$ cat config.mk
export PLATFORM = sky130hd
export DESIGN_NAME = spi_receiver
export DESIGN_NICKNAME = d
export VERILOG_FILES = /design/src/rtl/spi_pkg.sv /design/src/rtl/sync_edge.sv /design/src/rtl/spi_receiver.sv
export SDC_FILE = /design/constraint.sdc
export NUM_CORES = 1
export LEC_CHECK = 0
export ABC_CLOCK_PERIOD_IN_PS = 2150
export BUFFER_PORTS_ARGS = -buffer_cell sky130_fd_sc_hd__clkbuf_2
export CAP_MARGIN = 20
export CELL_PAD_IN_SITES_DETAIL_PLACEMENT = 1
export CELL_PAD_IN_SITES_GLOBAL_PLACEMENT = 2
export CORE_UTILIZATION = 36
export DETAILED_ROUTE_END_ITERATION = 10
export GPL_ROUTABILITY_DRIVEN = 0
export PLACE_DENSITY_LB_ADDON = 0.2
export REMOVE_ABC_BUFFERS = 1
export SLEW_MARGIN = 10
export SYNTH_ARGS = -nofsm -noshare
export SYNTH_HDL_FRONTEND = slang
export SYNTH_HIERARCHICAL = 1
export SYNTH_SLANG_ARGS = --single-unit
$ cat constraint.sdc
create_clock -name clk -period 2.15 [get_ports clk]
set_clock_uncertainty 0.2 [all_clocks]
set_input_delay 0.215 -clock clk [delete_from_list [all_inputs] [get_ports clk]]
set_output_delay 0.215 -clock clk [all_outputs]
set_load 0.02 [all_outputs]
$ cat src/rtl/spi_pkg.sv
// Shared SPI definitions: receiver FSM states and synchroniser depth.
package spi_pkg;

  typedef enum logic {
    RX_IDLE,
    RX_SHIFT
  } rx_state_t;

  localparam int unsigned SYNC_STAGES = 2;

endpackage

$ cat src/rtl/sync_edge.sv
// Multi-flop synchroniser with an extra history flop for edge detection.
module sync_edge #(
  parameter int unsigned STAGES    = 2,
  parameter bit          RESET_VAL = 1'b0
) (
  input  logic clk,
  input  logic a_rst,
  input  logic d_i,
  output logic level_o,
  output logic edge_o
);

  logic [STAGES-1:0] sync_q;
  logic              prev_q;

  always_ff @(posedge clk or posedge a_rst) begin
    if (a_rst) begin
      sync_q <= {STAGES{RESET_VAL}};
      prev_q <= RESET_VAL;
    end else begin
      sync_q <= {sync_q[STAGES-2:0], d_i};
      prev_q <= sync_q[STAGES-1];
    end
  end

  assign level_o = sync_q[STAGES-1];
  assign edge_o  = sync_q[STAGES-1] ^ prev_q;

endmodule

$ cat src/rtl/spi_receiver.sv
// SPI slave receiver: oversampled sck/cs/mosi, MSB-first deserialiser,
// valid/ready output register with overrun and frame-error pulses.
module spi_receiver
  import spi_pkg::*;
#(
  parameter int unsigned p_data_width  = 8,
  parameter bit          p_cs_polar    = 1'b1,
  parameter bit          p_sample_rise = 1'b1
) (
  input  logic                    clk,
  input  logic                    a_rst,
  input  logic                    s_rst,
  input  logic                    sck,
  input  logic                    cs_n,
  input  logic                    mosi,
  output logic [p_data_width-1:0] data,
  output logic                    valid,
  input  logic                    ready,
  output logic                    busy,
  output logic                    overrun,
  output logic                    frame_err
);

  localparam int unsigned       CW   = $clog2(p_data_width);
  localparam logic [CW-1:0]     LAST = CW'(p_data_width - 1);

  logic                    sck_lvl, sck_edge, cs_lvl, cs_edge;
  logic [SYNC_STAGES-1:0]  mosi_q;
  logic                    sample, cs_assert, cs_deassert;

  rx_state_t               state_q;
  logic [p_data_width-1:0] shift_q;
  logic [CW-1:0]           cnt_q;
  logic                    done_q;
  logic [p_data_width-1:0] data_q;
  logic                    valid_q, overrun_q, ferr_q;

  sync_edge #(.STAGES(SYNC_STAGES), .RESET_VAL(!p_sample_rise)) u_sck_sync (
    .clk     (clk),
    .a_rst   (a_rst),
    .d_i     (sck),
    .level_o (sck_lvl),
    .edge_o  (sck_edge)
  );

  sync_edge #(.STAGES(SYNC_STAGES), .RESET_VAL(p_cs_polar)) u_cs_sync (
    .clk     (clk),
    .a_rst   (a_rst),
    .d_i     (cs_n),
    .level_o (cs_lvl),
    .edge_o  (cs_edge)
  );

  // mosi gets the same depth as sck so a sample edge sees the matching bit
  always_ff @(posedge clk or posedge a_rst) begin
    if (a_rst) mosi_q <= '0;
    else       mosi_q <= {mosi_q[SYNC_STAGES-2:0], mosi};
  end

  assign sample      = sck_edge && (sck_lvl == p_sample_rise);
  assign cs_assert   = cs_edge && (cs_lvl != p_cs_polar);
  assign cs_deassert = cs_edge && (cs_lvl == p_cs_polar);

  always_ff @(posedge clk or posedge a_rst) begin
    if (a_rst) begin
      state_q   <= RX_IDLE;
      shift_q   <= '0;
      cnt_q     <= '0;
      done_q    <= 1'b0;
      data_q    <= '0;
      valid_q   <= 1'b0;
      overrun_q <= 1'b0;
      ferr_q    <= 1'b0;
    end else if (s_rst) begin
      state_q   <= RX_IDLE;
      shift_q   <= '0;
      cnt_q     <= '0;
      done_q    <= 1'b0;
      data_q    <= '0;
      valid_q   <= 1'b0;
      overrun_q <= 1'b0;
      ferr_q    <= 1'b0;
    end else begin
      overrun_q <= 1'b0;
      ferr_q    <= 1'b0;
      done_q    <= 1'b0;

      // Completed word is handed over one cycle after the final shift
      if (done_q) begin
        if (!valid_q || ready) begin
          data_q  <= shift_q;
          valid_q <= 1'b1;
        end else begin
          overrun_q <= 1'b1;
        end
      end else if (valid_q && ready) begin
        valid_q <= 1'b0;
      end

      case (state_q)
        RX_IDLE: begin
          cnt_q <= '0;
          if (cs_assert) state_q <= RX_SHIFT;
        end
        RX_SHIFT: begin
          if (cs_deassert) begin
            state_q <= RX_IDLE;
            ferr_q  <= (cnt_q != '0);
            cnt_q   <= '0;
            shift_q <= '0;
          end else if (sample) begin
            shift_q <= {shift_q[p_data_width-2:0], mosi_q[SYNC_STAGES-1]};
            if (cnt_q == LAST) begin
              cnt_q  <= '0;
              done_q <= 1'b1;
            end else begin
              cnt_q <= cnt_q + 1'b1;
            end
          end
        end
        default: state_q <= RX_IDLE;
      endcase
    end
  end

  assign data      = data_q;
  assign valid     = valid_q;
  assign busy      = (state_q == RX_SHIFT);
  assign overrun   = overrun_q;
  assign frame_err = ferr_q;

endmodule

==> Word-level counts from Yosys, hierarchy flattened <==
Cells that the tools add are included.
{ "totals": {"output_inout_bits": 12, "wordCells": 67, "romBits": 0, "latchBits": 0, "memories": 0, "ff_bits": 32, "ramBits": 0} }
{ "op_classes": {"n_mux": 31, "n_lt_le_gt_ge": 0, "reduce_logical": 15, "n_eq_ne": 3, "n_addsub": 1, "n_mul": 0, "bitwise_logic": 4, "shifts": 0, "div_mod_pow": 0} }
{ "op_table": {"columns": ["operator", "count"], "rows": [
  ["$mux W8", 7],
  ["$mux W1", 18],
  ["$mux W3", 4],
  ["$reduce_bool A3 Y1", 3],
  ["$pmux W3 S2", 1],
  ["$reduce_and A2 Y1", 3],
  ["$reduce_bool A2 Y1", 3],
  ["$logic_and A1 B1 Y1", 4],
  ["$ne A4 B4 Y1 const B", 1],
  ["$add A3 B1 Y3 const B", 1],
  ["$eq A3 B3 Y1 const B", 1],
  ["$ne A3 B2 Y1 const B", 1],
  ["$not A1 Y1", 2],
  ["$pmux W1 S2", 1],
  ["$xor A1 B1 Y1", 2],
  ["$logic_not A1 Y1", 1],
  ["$logic_or A1 B1 Y1", 1]
]} }

==> Depth between registers and ports, before layout <==
Gate-level depths: netlist of the first run.
{ "depth": {"depth_word": 6, "mapped_depth": 5, "depth_no_buf": 5} }

==> Hierarchy <==
Netlist of the first run, hierarchy kept.
{ "by_module_without_submodules": {"columns": ["module", "seq_area_each_um2", "cells_per_inst", "n_inst", "area_per_inst_um2"], "rows": [
  ["spi_receiver", 650.6, 110, 1, 1144.8],
  ["sync_edge at u_cs_sync", 78.8, 5, 1, 91.3],
  ["sync_edge at u_sck_sync", 75.1, 5, 1, 87.6]
]} }

==> Least setup slack after synthesis of the first run <==
OpenSTA, ideal clock, no wires.
{ "synth_path": {"path_type": "flip-flop to flip-flop", "start": "reg u_cs_sync.sync_q[1]", "end": "reg shift_q[0]", "slack_ps": 565, "path_stages_with_launch": 6, "t_arrival_ps": 1262, "t_required_ps": 1827, "path_cell_list": "dfstp_2 > xor2_1 > nand2_1 > a21bo_1 > buf_6 > mux2i_1"} }
{ "synth_between": {"elab_chain_cells": 5} }
{ "synth_lines": {"columns": ["element", "line", "text"], "rows": [
  ["start, declared", "sync_edge.sv:13", "logic [STAGES-1:0] sync_q;"],
  ["start signal, assigned", "sync_edge.sv:18", "sync_q <= {STAGES{RESET_VAL}};"],
  ["start signal, assigned", "sync_edge.sv:21", "sync_q <= {sync_q[STAGES-2:0], d_i};"],
  ["$xor A1 B1 Y1 (*)", "sync_edge.sv:27", "assign edge_o = sync_q[STAGES-1] ^ prev_q;"],
  ["net cs_edge", "spi_receiver.sv:27", "logic sck_lvl, sck_edge, cs_lvl, cs_edge;"],
  ["$logic_and A1 B1 Y1 (*)", "spi_receiver.sv:62", "assign cs_deassert = cs_edge && (cs_lvl == p_cs_polar);"],
  ["$mux W8", "spi_receiver.sv:106", "if (cs_deassert) begin"],
  ["$mux W8", "spi_receiver.sv:100", "case (state_q)"],
  ["$mux W8", "spi_receiver.sv:74", "end else if (s_rst) begin"],
  ["end signal, assigned", "spi_receiver.sv:112", "shift_q <= {shift_q[p_data_width-2:0], mosi_q[SYNC_STAGES-1]};"],
  ["end, declared", "spi_receiver.sv:32", "logic [p_data_width-1:0] shift_q;"]
]} }
Mark *: on every way through the listed nets, which the timed path passes. The rest lies on a longest branch. The select of a mux whose other input is x is not followed.
A chain may end at the register's enable or synchronous reset.

==> Worst setup path in the final report of the first run <==
{ "layout_path": {"start": "reg u_sck_sync.sync_q[1]", "end": "reg shift_q[2]"} }
{ "layout_between": {"elab_chain_cells": 4} }
{ "layout_lines": {"columns": ["element", "line", "text"], "rows": [
  ["start, declared", "sync_edge.sv:13", null],
  ["start signal, assigned", "sync_edge.sv:18", null],
  ["start signal, assigned", "sync_edge.sv:21", null],
  ["$xor A1 B1 Y1", "sync_edge.sv:27", null],
  ["net sck_edge", "spi_receiver.sv:27", null],
  ["$logic_and A1 B1 Y1", "spi_receiver.sv:60", "assign sample = sck_edge && (sck_lvl == p_sample_rise);"],
  ["$reduce_bool A3 Y1 (no line)", null, null],
  ["$reduce_and A2 Y1 (no line)", null, null]
]} }
The timed path passes the listed nets, and every way through them passes these cells.

==> tab_implementation.tex, run 1 <==
\begin{tabular}{lr}
\hline
Metric & Value \\
\hline
\multicolumn{2}{l}{\textbf{Worst setup path}} \\
Largest fanout on the critical path & 8 \\
Reg-to-reg critical path startpoint & u\_sck\_sync/sync\_q[1]\$\_DFF\_PP0\_ \\
Worst r2r path cells & 4 \\
Crit path DAT & 1770 ps \\
Worst-path cell chain & xor2\_1 > nand2\_2 > a21bo\_1 > mux2i\_1 \\
Highest-delay cell along the critical path & sky130\_fd\_sc\_hd\_\_dfrtp\_1 \\
CP max stage delay & 460 ps \\
Critical path buffers and inverters & 0 \\
Largest delay share family, worst path & flip-flops \\
CP startpoint kind & flop \\
Worst Path Class, Setup & reg2reg \\
Kind of end point of the critical path & flop \\
Data required, critical path & 2100 ps \\
CP Depth & 4 \\
Startpoint of the worst setup timing path & u\_sck\_sync/sync\_q[1]\$\_DFF\_PP0\_ \\
\multicolumn{2}{l}{\textbf{Drt}} \\
Remaining antenna violation count after routing & 0 \\
TritonRoute pass-1 iters & 2 \\
Final routed DRC violation total & 0 \\
Wire length per cell after detailed routing & 12.85 µm \\
Drt total wl & 2.492 mm \\
Total number of vias & 923 \\
1st-iter DRT viols & 31 \\
Via density & 4.758 \\
\multicolumn{2}{l}{\textbf{Finish}} \\
Cell area after layout & 0.001598 mm² \\
Final-stage net count & 157 \\
Final-layout fill cell count & 406 \\
Antenna cells & 0 \\
Final std cells w/o fill & 194 \\
Syn-to-layout area delta & 20.70\% \\
Fraction of final layout cells with drive strength greater than 1 & 0.2297 \\
\multicolumn{2}{l}{\textbf{Timing}} \\
Number of max-slew violations in the final report & 0 \\
Worst slew margin relative to its limit & 0.7258 \\
Maximum clock rate & 550.3 MHz \\
Smallest hold slack & 119.3 ps \\
Worst-Margin Slew & 411.4 ps \\
Total count of hold-check failures in the final report & 0 \\
Setup repair after global routing missed its margin & no \\
Final min period & 1817 ps \\
\# setup viols final & 0 \\
Post-route setup TNS & 0 ps \\
Part of the cycle the worst path needs & 0.8452 \\
\multicolumn{2}{l}{\textbf{Job}} \\
Total of max-cap violations & 0 \\
\multicolumn{2}{l}{\textbf{Power}} \\
Peak ir drop on the vdd network & 0.4806 mV \\
Power density over cell area & 732.3 mW/mm² \\
Comb pwr share & 0.066 \\
Switching power summed over all nets & 0.0002678 W \\
Sw Ratio & 0.2289 \\
Clock share of power & 0.400 \\
Sequential share of power & 0.534 \\
Cell-internal power & 0.0009022 W \\
Leakage power summed over all cells & 0.7820 nW \\
\multicolumn{2}{l}{\textbf{Worst hold path}} \\
Hold path startpoint & s\_rst \\
Classification of the worst-slack hold path & in2reg \\
Cell count of the worst hold path & 4 \\
\multicolumn{2}{l}{\textbf{Clock network}} \\
Number of buffers inserted during clock tree synthesis & 5 \\
Insertion delay to the later sink of the worst-skew pair & 280 ps \\
Post CTS Setup Buffer Count & 0 \\
Clock tree from TritonCTS & yes \\
CTS Root Buffer Type & sky130\_fd\_sc\_hd\_\_clkbuf\_8 \\
Clock transition time at the flip-flop clock pins of the worst setup and hold paths & 70 ps \\
Cells resized by post-CTS repair & 0 \\
H-tree depth & 2 \\
Clock Sink Count & 32 \\
Buffers from clock root to sink, at most & 2 \\
\multicolumn{2}{l}{\textbf{Floorplan}} \\
Height of the die & 62.64 µm \\
Die ar. & 0.003924 mm² \\
Floorplan Core Area & 0.003442 mm² \\
Top Ports & 19 \\
Initial Utilization & 0.3846 \\
X dimension of the die & 62.64 µm \\
Total number of placement rows & 21 \\
\multicolumn{2}{l}{\textbf{Yosys}} \\
Count of yosys warnings during synthesis & 6 \\
Sequential fraction of the synthesis area & 0.6078 \\
Number of storage elements in the synthesis netlist & 32 \\
Cell area after synthesis & 0.001324 mm² \\
Post-Synthesis Mean Instance Area & 11.03 µm² \\
Netlist cell types & 24 \\
Mapped Cells & 120 \\
\multicolumn{2}{l}{\textbf{Global routing}} \\
Initial antenna violation count & 0 \\
GRT Residual Overflow & 0 \\
Number of global-route vias before repair & 998 \\
Pin count of the biggest net entering global routing & 27 \\
First-pass GRT wire length & 4.623 mm \\
Overall routing resource usage & 0.1550 \\
\multicolumn{2}{l}{\textbf{Place}} \\
Cell area reported after detailed placement & 0.001465 mm² \\
Post-DP HPWL & 1.780 mm \\
\# placed instances & 182 \\
IO buf count & 18 \\
\multicolumn{2}{l}{\textbf{Run status}} \\
Result of the run & complete, no violations \\
\hline
\end{tabular}
-- stage by stage --
stage          utilization  power (W)  worst slack, ps
2_1_floorplan            -  0.0006777            529.2
4_1_cts             0.4642   0.001197            321.4
3_3_place_gp        0.4257  0.0007068            406.9
3_5_place_dp        0.4257  0.0007104            344.3
6_report            0.4642   0.001170            332.7
5_1_grt             0.4642   0.001230            192.9
-- cell families after synthesis --
logic type / Yosys count / share of synthesized area
simple gates: 42 / 0.1607
flops: 32 / 0.6078
compound gates: 21 / 0.08318
buf+inv: 11 / 0.03875
mux: 9 / 0.06806
fa+ha+maj: 3 / 0.02836
xor+xnor: 2 / 0.01323
-- synthesized netlist by cell type --
cell type	count	area (µm²)
sky130_fd_sc_hd__dfrtp_1	29	725.7
sky130_fd_sc_hd__nand3_1	11	55.05
sky130_fd_sc_hd__nor2_1	3	11.26
sky130_fd_sc_hd__and2b_1	1	7.510
sky130_fd_sc_hd__buf_2	1	5.000
sky130_fd_sc_hd__nand2_2	1	6.260
sky130_fd_sc_hd__mux2i_1	9	90.09
sky130_fd_sc_hd__a21oi_1	12	60.06
sky130_fd_sc_hd__nor4b_1	1	8.760
sky130_fd_sc_hd__clkbuf_2	1	5.000
sky130_fd_sc_hd__nand2_1	13	48.80
sky130_fd_sc_hd__inv_1	5	18.77
sky130_fd_sc_hd__buf_6	1	11.26
sky130_fd_sc_hd__clkbuf_1	2	7.510
sky130_fd_sc_hd__nor3_1	1	5.000
sky130_fd_sc_hd__nand2b_1	9	56.30
sky130_fd_sc_hd__nand3b_1	1	7.510
sky130_fd_sc_hd__inv_2	1	3.750
sky130_fd_sc_hd__a21bo_1	1	10.01
sky130_fd_sc_hd__ha_1	3	37.54
sky130_fd_sc_hd__dfstp_2	3	78.83
sky130_fd_sc_hd__nor2b_1	1	6.260
sky130_fd_sc_hd__o21ai_1	8	40.04
sky130_fd_sc_hd__xor2_1	2	17.52
-- cell type report --
cell class,instances,area (µm²),area share
Clock buffer,6,82.58,0.05168
Clock inverter,2,10.01,0.006265
Inverter,6,22.52,0.01410
Multi-Input combinational cell,77,467.9,0.2929
Sequential cell,32,804.5,0.5035
Tap cell,46,57.56,0.03602
Timing Repair Buffer,25,152.6,0.09554
-- what timing repair did --
action / 4_1_cts / 5_1_grt
setup endpoints to repair: 0 / 0
hold buffers: 4 / 0
hold endpoints to repair: 35 / 0
-- worst min-delay path: cells and delay by family --
family                 cells  cell delay [ps]
buffers and inverters      1              110
AOI/OAI and AO/OA          1              100
and+or+nand+nor            1               80
muxes                      1               60
-- state kept, by name, summed over array words and instances (netlist names) --
name,flops
u_sck_sync/sync_q,2
u_sck_sync/prev_q,1
busy,1
overrun,1
cnt_q,3
data,8
frame_err,1
done_q,1
valid,1
u_cs_sync/sync_q,2
u_cs_sync/prev_q,1
shift_q,8
mosi_q,2
-- routing by layer --
metal	wire length (µm)	GRT usage	vias up
met1	1205	0.2002	449
li1	-	-	451
met3	96	0.05474	2
met5	0	0	-
met2	1182	0.2364	21
met4	8	0.06105	0
-- cells in the final DEF (no fill, tap or decap), drive strengths merged --
master       count
clkinv           2
nor2             3
nand2b           9
dlygate4sd3      4
nand3b           1
nor4b            1
nor3             1
ha               3
dfrtp           29
dfstp            3
inv              6
o21ai            8
and2b            1
xor2             2
mux2i            9
a21bo            1
nand2           14
buf              3
a21oi           12
nor2b            1
clkbuf          24
nand3           11
-- worst paths after layout --
kind | to | slack, ps
worst max-delay path | shift_q[2]$_DFFE_PP0P_ | 330
worst min-delay path | shift_q[5]$_DFFE_PP0P_ | 120
worst max register to register | shift_q[2]$_DFFE_PP0P_ | 330
worst min register to register | mosi_q[1]$_DFF_PP0_ | 150
max in group asynchronous | shift_q[1]$_DFFE_PP0P_ | 1140
min in group asynchronous | u_sck_sync/sync_q[1]$_DFF_PP0_ | 150
-- power by group through the flow --
stage                     Combinational [W]  Clock (W)  Sequential (W)
final                             0.0000776   0.000468        0.000624
after global routing              0.0000882   0.000517        0.000626
after CTS                         0.0000804   0.000491        0.000625
after detailed placement          0.0000743          0        0.000636
after global placement            0.0000720          0        0.000635
after floorplan                   0.0000415          0        0.000636
(Power assumes the default switching activity.)
==> run 2: changes to the inputs <==
Settings changed: ABC_CLOCK_PERIOD_IN_PS 2150 to 1800.
Clock period 2.15 ns to 1.8 ns, I/O delays scaled along.
==> run 2 against run 1 <==
  * Critical path depth unchanged
  * Maximum frequency up 7.1%
  * Critical path type unchanged
  * Global-route usage decreased by 0.63 points
  * Flip-flop and latch count unchanged
  * Final area grew 1.0%
  * Non-clock buffer count grew 1
  * First-iteration DRC count increased by 9.7%
  * Clock power increased by 19%
  * Worst hold slack lost 52 ps
==> tab_implementation.tex, run 2 (synthesis gave the netlist of run 1 again) <==
\begin{tabular}{lr}
\hline
Metric & Value \\
\hline
\multicolumn{2}{l}{\textbf{Timing}} \\
Maximum clock rate & 589.5 MHz (+7.1\%) \\
Worst slew margin relative to its limit & 0.7292 (+0.003491) \\
Smallest hold slack & 66.84 ps (-52.45 ps) \\
Post-route setup TNS & 0 ps (unchanged) \\
Setup repair after global routing missed its margin & no \\
Final min period & 1696 ps (-120.8 ps) \\
Part of the cycle the worst path needs & 0.9425 (+0.09725) \\
Total count of hold-check failures in the final report & 0 (unchanged) \\
Worst-Margin Slew & 406.1 ps (-5.237 ps) \\
\# setup viols final & 0 (unchanged) \\
Number of max-slew violations in the final report & 0 (unchanged) \\
\multicolumn{2}{l}{\textbf{Floorplan}} \\
Floorplan Core Area & 0.003442 mm² (unchanged) \\
Die ar. & 0.003924 mm² (unchanged) \\
Initial Utilization & 0.3846 (unchanged) \\
Height of the die & 62.64 µm (unchanged) \\
Top Ports & 19 (unchanged) \\
X dimension of the die & 62.64 µm (unchanged) \\
Total number of placement rows & 21 (unchanged) \\
\multicolumn{2}{l}{\textbf{Worst setup path}} \\
Largest fanout on the critical path & 8 (unchanged) \\
Worst-path cell chain & xor2\_2 > nand2\_1 > a21bo\_2 > mux2i\_1 \\
Kind of end point of the critical path & flop \\
CP startpoint kind & flop \\
Reg-to-reg critical path startpoint & u\_cs\_sync/sync\_q[1]\$\_DFF\_PP1\_ \\
Worst Path Class, Setup & reg2reg \\
Crit path DAT & 1650 ps (-120 ps) \\
Crit path to & shift\_q[6]\$\_DFFE\_PP0P\_ \\
Highest-delay cell along the critical path & sky130\_fd\_sc\_hd\_\_dfstp\_2 \\
Data required, critical path & 1750 ps (-350 ps) \\
Startpoint of the worst setup timing path & u\_cs\_sync/sync\_q[1]\$\_DFF\_PP1\_ \\
Slack of the worst reg-to-reg path & 100 ps (-230 ps) \\
CP max stage delay & 590 ps (+130 ps) \\
Worst r2r path cells & 4 (unchanged) \\
Destination of the worst register-to-register timing path & shift\_q[6]\$\_DFFE\_PP0P\_ \\
\multicolumn{2}{l}{\textbf{Finish}} \\
Fraction of final layout cells with drive strength greater than 1 & 0.2416 (+0.01188) \\
Total area of multi-input combinational cells & 479.2 µm² (+2.4\%) \\
Commonest non-fill, non-tap cell in the layout & sky130\_fd\_sc\_hd\_\_dfrtp\_1 \\
Commonest cells after routing, fill and taps aside & sky130\_fd\_sc\_hd\_\_dfrtp\_1 (29), sky130\_fd\_sc\_hd\_\_clkbuf\_2 (18), sky130\_fd\_sc\_hd\_\_nand2\_1 (13), sky130\_fd\_sc\_hd\_\_nand3\_1 (11), sky130\_fd\_sc\_hd\_\_a21oi\_1 (11) \\
Antenna cells & 0 (unchanged) \\
Syn-to-layout area delta & 21.93\% \\
Final-stage net count & 158 (+0.64\%) \\
Final-layout fill cell count & 386 (-4.9\%) \\
FF+latch area & 804.5 µm² (unchanged) \\
Final std cells w/o fill & 195 (+0.52\%) \\
\multicolumn{2}{l}{\textbf{Power}} \\
Peak ir drop on the vdd network & 0.4473 mV (-6.9\%) \\
Power density over cell area & 869.1 mW/mm² (+19\%) \\
Leakage power summed over all cells & 0.7819 nW (about the same) \\
\multicolumn{2}{l}{\textbf{Place}} \\
IO buf count & 18 (unchanged) \\
Post-DP HPWL & 1.776 mm (-0.17\%) \\
\# placed instances & 183 (+0.55\%) \\
\multicolumn{2}{l}{\textbf{Clock network}} \\
Clock Sink Count & 32 (unchanged) \\
H-tree depth & 2 (unchanged) \\
Clock tree from TritonCTS & yes \\
Post CTS Setup Buffer Count & 0 (unchanged) \\
Insertion delay to the later sink of the worst-skew pair & 280 ps (about the same) \\
Clock transition time at the flip-flop clock pins of the worst setup and hold paths & 70 ps (about the same) \\
Number of buffers inserted during clock tree synthesis & 5 (unchanged) \\
CTS Root Buffer Type & sky130\_fd\_sc\_hd\_\_clkbuf\_8 \\
Buffers from clock root to sink, at most & 2 (unchanged) \\
\multicolumn{2}{l}{\textbf{Drt}} \\
TritonRoute pass-1 iters & 4 (+2) \\
Remaining antenna violation count after routing & 0 (unchanged) \\
1st-iter DRT viols & 34 (+9.7\%) \\
Final routed DRC violation total & 0 (unchanged) \\
Wire length per cell after detailed routing & 13.11 µm (+2.1\%) \\
Via density & 4.754 (about the same) \\
Drt total wl & 2.557 mm (+2.6\%) \\
Total number of vias & 927 (+0.43\%) \\
\multicolumn{2}{l}{\textbf{Global routing}} \\
Number of global-route vias before repair & 937 (-6.1\%) \\
Pin count of the biggest net entering global routing & 27 (unchanged) \\
First-pass GRT wire length & 4.422 mm (-4.3\%) \\
Initial antenna violation count & 0 (unchanged) \\
Overall routing resource usage & 0.1487 (-0.006277) \\
GRT Residual Overflow & 0 (unchanged) \\
\multicolumn{2}{l}{\textbf{Run status}} \\
Result of the run & complete, no violations \\
\multicolumn{2}{l}{\textbf{Worst hold path}} \\
Classification of the worst-slack hold path & in2reg \\
\multicolumn{2}{l}{\textbf{Job}} \\
Total of max-cap violations & 0 (unchanged) \\
\hline
\end{tabular}
run 2: cell types whose count changed in the layout (fill, tap and decap cells not counted):
| cell | delta |
|---|---|
| sky130_fd_sc_hd__xor2_2 | +1 |
| sky130_fd_sc_hd__a21oi_1 | -1 |
| sky130_fd_sc_hd__a21oi_2 | +1 |
| sky130_fd_sc_hd__clkinv_2 | -2 |
| sky130_fd_sc_hd__xor2_1 | -1 |
| sky130_fd_sc_hd__clkbuf_1 | +2 |
| sky130_fd_sc_hd__a21bo_2 | +1 |
| sky130_fd_sc_hd__buf_4 | +1 |
| sky130_fd_sc_hd__a21bo_1 | -1 |
run 2: per-layer routing:
layer	part of all wire	up-vias	global-route usage
met5	0	-	0
met4	0.016	0	0.07849
met3	0.033	4	0.03832
met2	0.47	22	0.2296
met1	0.48	448	0.1908
li1	-	453	-
run 2: critical path, delay by kind of cell (launching register included):
family	cells	cell delay, ps
flops	1	590
compound gates	1	310
xor+xnor	1	210
mux	1	160
simple gates	1	120
run 2: worst min path at each step:
| stage | from | to | cells past startpoint |
|---|---|---|---|
| floorplan | a_rst | u_sck_sync/prev_q$_DFF_PP0_ | 1 |
| finish | s_rst | busy$_DFF_PP0_ | 4 |
| detailed placement | a_rst | u_sck_sync/prev_q$_DFF_PP0_ | 2 |
| CTS | a_rst | u_sck_sync/prev_q$_DFF_PP0_ | 3 |
| global route | s_rst | shift_q[7]$_DFFE_PP0P_ | 4 |
| global placement | a_rst | u_sck_sync/sync_q[0]$_DFF_PP0_ | 2 |
run 2: metrics by stage:
stage	area, µm²	power [W]	setup slack [ps]	util
after floorplan	1295	0.0008095	179.2	-
after global placement	1473	0.0008460	90.97	0.4278
after detailed placement	1473	0.0008490	8.857	0.4278
after CTS	1603	0.001419	8.693	0.4656
after global routing	1614	0.001470	28.47	0.4689
final	1614	0.001403	103.5	0.4689
run 2: cell type report:
class | instances | share of cell area
flip-flops and latches | 32 | 0.4984
multi-input cells | 77 | 0.2969
repair buffers | 26 | 0.09922
clock buffers | 8 | 0.05581
well taps | 46 | 0.03566
inverters | 6 | 0.01395
run 2: where the power goes:
part / total [W] / internal, W / switching (W) / leakage (nW)
Combinational: 0.0000981 / 0.0000408 / 0.0000573 / 0.313
Sequential: 0.000746 / 0.000736 / 0.0000103 / 0.424
Clock: 0.000558 / 0.000312 / 0.000247 / 0.0455
Total: 0.00140 / 0.00109 / 0.000314 / 0.782
run 2: what timing repair did:
| item | 4_1_cts | 5_1_grt |
|---|---|---|
| hold buffers | 4 | 0 |
| setup endpoints to repair | 0 | 9 |
| endpoints found under the hold margin | 35 | 0 |
| gates resized for setup | 0 | 3 |
==> run 3: changes to the inputs <==
Settings changed: PLACE_DENSITY_LB_ADDON 0.2 to 0.1.
==> run 3 against run 2 <==
  * Sequential power about the same
  * Via count is 0.32% higher
  * Largest cell class unchanged
  * Flip-flop and latch count unchanged
  * Critical path depth unchanged
  * Sequential share of layout area shrank 1.1 points
  * Largest power group unchanged
  * Global-route usage is 0.51 points higher
  * Highest routed layer unchanged
  * First-iteration DRC count decreased by 18%
  * Non-clock buffer count unchanged
  * Power up 13%
  * Count of clock-buffer cells in the layout down 1
==> tab_implementation.tex, run 3 (synthesis gave the netlist of run 1 again) <==
\begin{tabular}{lr}
\hline
Metric & Value \\
\hline
\multicolumn{2}{l}{\textbf{Run status}} \\
Result of the run & complete, no violations \\
\multicolumn{2}{l}{\textbf{Timing}} \\
Post-route setup TNS & 0 ps (unchanged) \\
Final min period & 1683 ps (-13.89 ps) \\
Number of max-slew violations in the final report & 0 (unchanged) \\
Part of the cycle the worst path needs & 0.9348 (-0.007715) \\
Total count of hold-check failures in the final report & 0 (unchanged) \\
Maximum clock rate & 594.3 MHz (+0.83\%) \\
Worst-Margin Slew & 394.9 ps (-11.19 ps) \\
Worst slew margin relative to its limit & 0.7367 (+0.007460) \\
\# setup viols final & 0 (unchanged) \\
Setup repair after global routing missed its margin & no \\
Post-route setup slack & 117.4 ps (+13.89 ps) \\
\multicolumn{2}{l}{\textbf{Clock network}} \\
H-tree depth & 2 (unchanged) \\
Insertion delay to the later sink of the worst-skew pair & 280 ps (about the same) \\
Clock transition time at the flip-flop clock pins of the worst setup and hold paths & 60 ps (about the same) \\
Clock Sink Count & 32 (unchanged) \\
Buffers from clock root to sink, at most & 2 (unchanged) \\
Number of buffers inserted during clock tree synthesis & 5 (unchanged) \\
Post CTS Setup Buffer Count & 0 (unchanged) \\
CTS Root Buffer Type & sky130\_fd\_sc\_hd\_\_clkbuf\_8 \\
Clock tree from TritonCTS & yes \\
\multicolumn{2}{l}{\textbf{Worst setup path}} \\
Crit path DAT & 1640 ps (about the same) \\
Worst-path cell chain & xor2\_2 > nand2\_1 > a21bo\_2 > mux2i\_1 \\
CP startpoint kind & flop \\
Largest delay share family, worst path & flip-flops \\
Largest fanout on the critical path & 8 (unchanged) \\
Kind of end point of the critical path & flop \\
Worst r2r path cells & 4 (unchanged) \\
Highest-delay cell along the critical path & sky130\_fd\_sc\_hd\_\_dfstp\_2 \\
Worst Path Class, Setup & reg2reg \\
Data required, critical path & 1750 ps (about the same) \\
Critical path buffers and inverters & 0 (unchanged) \\
CP max stage delay & 580 ps (about the same) \\
CP Depth & 4 (unchanged) \\
\multicolumn{2}{l}{\textbf{Global routing}} \\
Initial antenna violation count & 0 (unchanged) \\
GRT Residual Overflow & 0 (unchanged) \\
Overall routing resource usage & 0.1538 (+0.005070) \\
Pin count of the biggest net entering global routing & 27 (unchanged) \\
Number of global-route vias before repair & 992 (+5.9\%) \\
First-pass GRT wire length & 4.540 mm (+2.7\%) \\
\multicolumn{2}{l}{\textbf{Floorplan}} \\
Total number of placement rows & 21 (unchanged) \\
Initial Utilization & 0.3846 (unchanged) \\
X dimension of the die & 62.64 µm (unchanged) \\
Die ar. & 0.003924 mm² (unchanged) \\
Height of the die & 62.64 µm (unchanged) \\
Top Ports & 19 (unchanged) \\
Floorplan Core Area & 0.003442 mm² (unchanged) \\
\multicolumn{2}{l}{\textbf{Power}} \\
Sequential share of power & 0.470 (-0.062) \\
Leakage power summed over all cells & 0.8008 nW (+2.4\%) \\
Sw Ratio & 0.2018 (-0.02237) \\
Comb pwr share & 0.062 (-0.008) \\
Power density over cell area & 960.0 mW/mm² (+10\%) \\
Peak ir drop on the vdd network & 0.5056 mV (+13\%) \\
Clock share of power & 0.467 (+0.069) \\
Switching power summed over all nets & 0.0003198 W (+1.7\%) \\
Cell-internal power & 0.001265 W (+16\%) \\
\multicolumn{2}{l}{\textbf{Worst hold path}} \\
Cell count of the worst hold path & 4 (unchanged) \\
Classification of the worst-slack hold path & in2reg \\
\multicolumn{2}{l}{\textbf{Job}} \\
Total of max-cap violations & 0 (unchanged) \\
\multicolumn{2}{l}{\textbf{Finish}} \\
Final std cells w/o fill & 195 (unchanged) \\
Syn-to-layout area delta & 24.67\% \\
Final-stage net count & 158 (unchanged) \\
Total area of multi-input combinational cells & 479.2 µm² (unchanged) \\
Final-layout fill cell count & 381 (-1.3\%) \\
Fraction of final layout cells with drive strength greater than 1 & 0.2550 (+0.01342) \\
Commonest non-fill, non-tap cell in the layout & sky130\_fd\_sc\_hd\_\_dfrtp\_1 \\
Antenna cells & 0 (unchanged) \\
Commonest cells after routing, fill and taps aside & sky130\_fd\_sc\_hd\_\_dfrtp\_1 (29), sky130\_fd\_sc\_hd\_\_clkbuf\_2 (18), sky130\_fd\_sc\_hd\_\_nand2\_1 (13), sky130\_fd\_sc\_hd\_\_nand3\_1 (11), sky130\_fd\_sc\_hd\_\_a21oi\_1 (11) \\
FF+latch area & 804.5 µm² (unchanged) \\
\multicolumn{2}{l}{\textbf{Place}} \\
Post-DP HPWL & 1.781 mm (+0.27\%) \\
IO buf count & 18 (unchanged) \\
Worst-case setup slack after placement & 7.371 ps (-1.486 ps) \\
\# placed instances & 183 (unchanged) \\
\multicolumn{2}{l}{\textbf{Drt}} \\
Final routed DRC violation total & 0 (unchanged) \\
Total number of vias & 930 (+0.32\%) \\
Via density & 4.769 (+0.32\%) \\
1st-iter DRT viols & 28 (-18\%) \\
Wire length per cell after detailed routing & 12.89 µm (-1.7\%) \\
TritonRoute pass-1 iters & 4 (unchanged) \\
Drt total wl & 2.514 mm (-1.7\%) \\
Remaining antenna violation count after routing & 0 (unchanged) \\
\hline
\end{tabular}
-- run 3: cell types whose count changed in the layout (fill, tap and decap cells not counted) --
cell                        delta
sky130_fd_sc_hd__clkbuf_8      +1
sky130_fd_sc_hd__clkbuf_1      -2
sky130_fd_sc_hd__bufinv_16     +1
-- run 3: worst paths after layout --
kind / startpoint / end / slack, ps
min in group asynchronous: a_rst / u_sck_sync/prev_q$_DFF_PP0_ / 120
worst min-delay path: s_rst / busy$_DFF_PP0_ / 60
worst max-delay path: u_cs_sync/sync_q[1]$_DFF_PP1_ / shift_q[1]$_DFFE_PP0P_ / 120
max in group asynchronous: a_rst / mosi_q[0]$_DFF_PP0_ / 820
worst min register to register: mosi_q[0]$_DFF_PP0_ / mosi_q[1]$_DFF_PP0_ / 150
worst max register to register: u_cs_sync/sync_q[1]$_DFF_PP1_ / shift_q[1]$_DFFE_PP0P_ / 120
-- run 3: layer usage --
| layer | wire [µm] | vias to the layer above | global-route usage | part of all wire |
|---|---|---|---|---|
| met5 | 0 | - | 0 | 0 |
| li1 | - | 450 | - | - |
| met4 | 35 | 0 | 0.06105 | 0.014 |
| met3 | 102 | 5 | 0.06569 | 0.041 |
| met1 | 1107 | 455 | 0.1791 | 0.44 |
| met2 | 1269 | 20 | 0.2486 | 0.50 |
-- run 3: power by group through the flow --
stage,Sequential [W],Combinational [W],Clock [W]
6_report,0.000745,0.0000983,0.000741
3_5_place_dp,0.000758,0.0000931,0
5_1_grt,0.000746,0.000110,0.000802
3_3_place_gp,0.000757,0.0000906,0
2_1_floorplan,0.000760,0.0000495,0
4_1_cts,0.000744,0.0000998,0.000773
-- run 3: cell type report --
| class | count | share of cell area |
|---|---|---|
| clock buffers | 7 | 0.05838 |
| well taps | 46 | 0.03487 |
| repair buffers | 26 | 0.09704 |
| multi-input cells | 77 | 0.2904 |
| flip-flops and latches | 32 | 0.4875 |
| clock inverters | 1 | 0.01820 |
| inverters | 6 | 0.01365 |
-- run 3: timing repair --
item	4_1_cts	5_1_grt
hold buffers	4	0
endpoints found under the setup margin	0	9
gates resized for setup	0	3
hold endpoints to repair	35	0
-- run 3: stage by stage --
step	total power (W)	area [µm²]	utilization	hold slack, ps
2_1_floorplan	0.0008095	1295	-	-266.4
3_3_place_gp	0.0008472	1473	0.4278	-148.1
3_5_place_dp	0.0008506	1473	0.4278	-137.5
4_1_cts	0.001617	1639	0.4762	106.6
5_1_grt	0.001658	1650	0.4795	78.27
6_report	0.001584	1650	0.4795	59.03
-- run 3: worst reg2reg max path, stage by stage (launching register included) --
cell and delay [ps]:
sky130_fd_sc_hd__dfstp_2 580, sky130_fd_sc_hd__xor2_2 200, sky130_fd_sc_hd__nand2_1 120, sky130_fd_sc_hd__a21bo_2 310, sky130_fd_sc_hd__mux2i_1 150
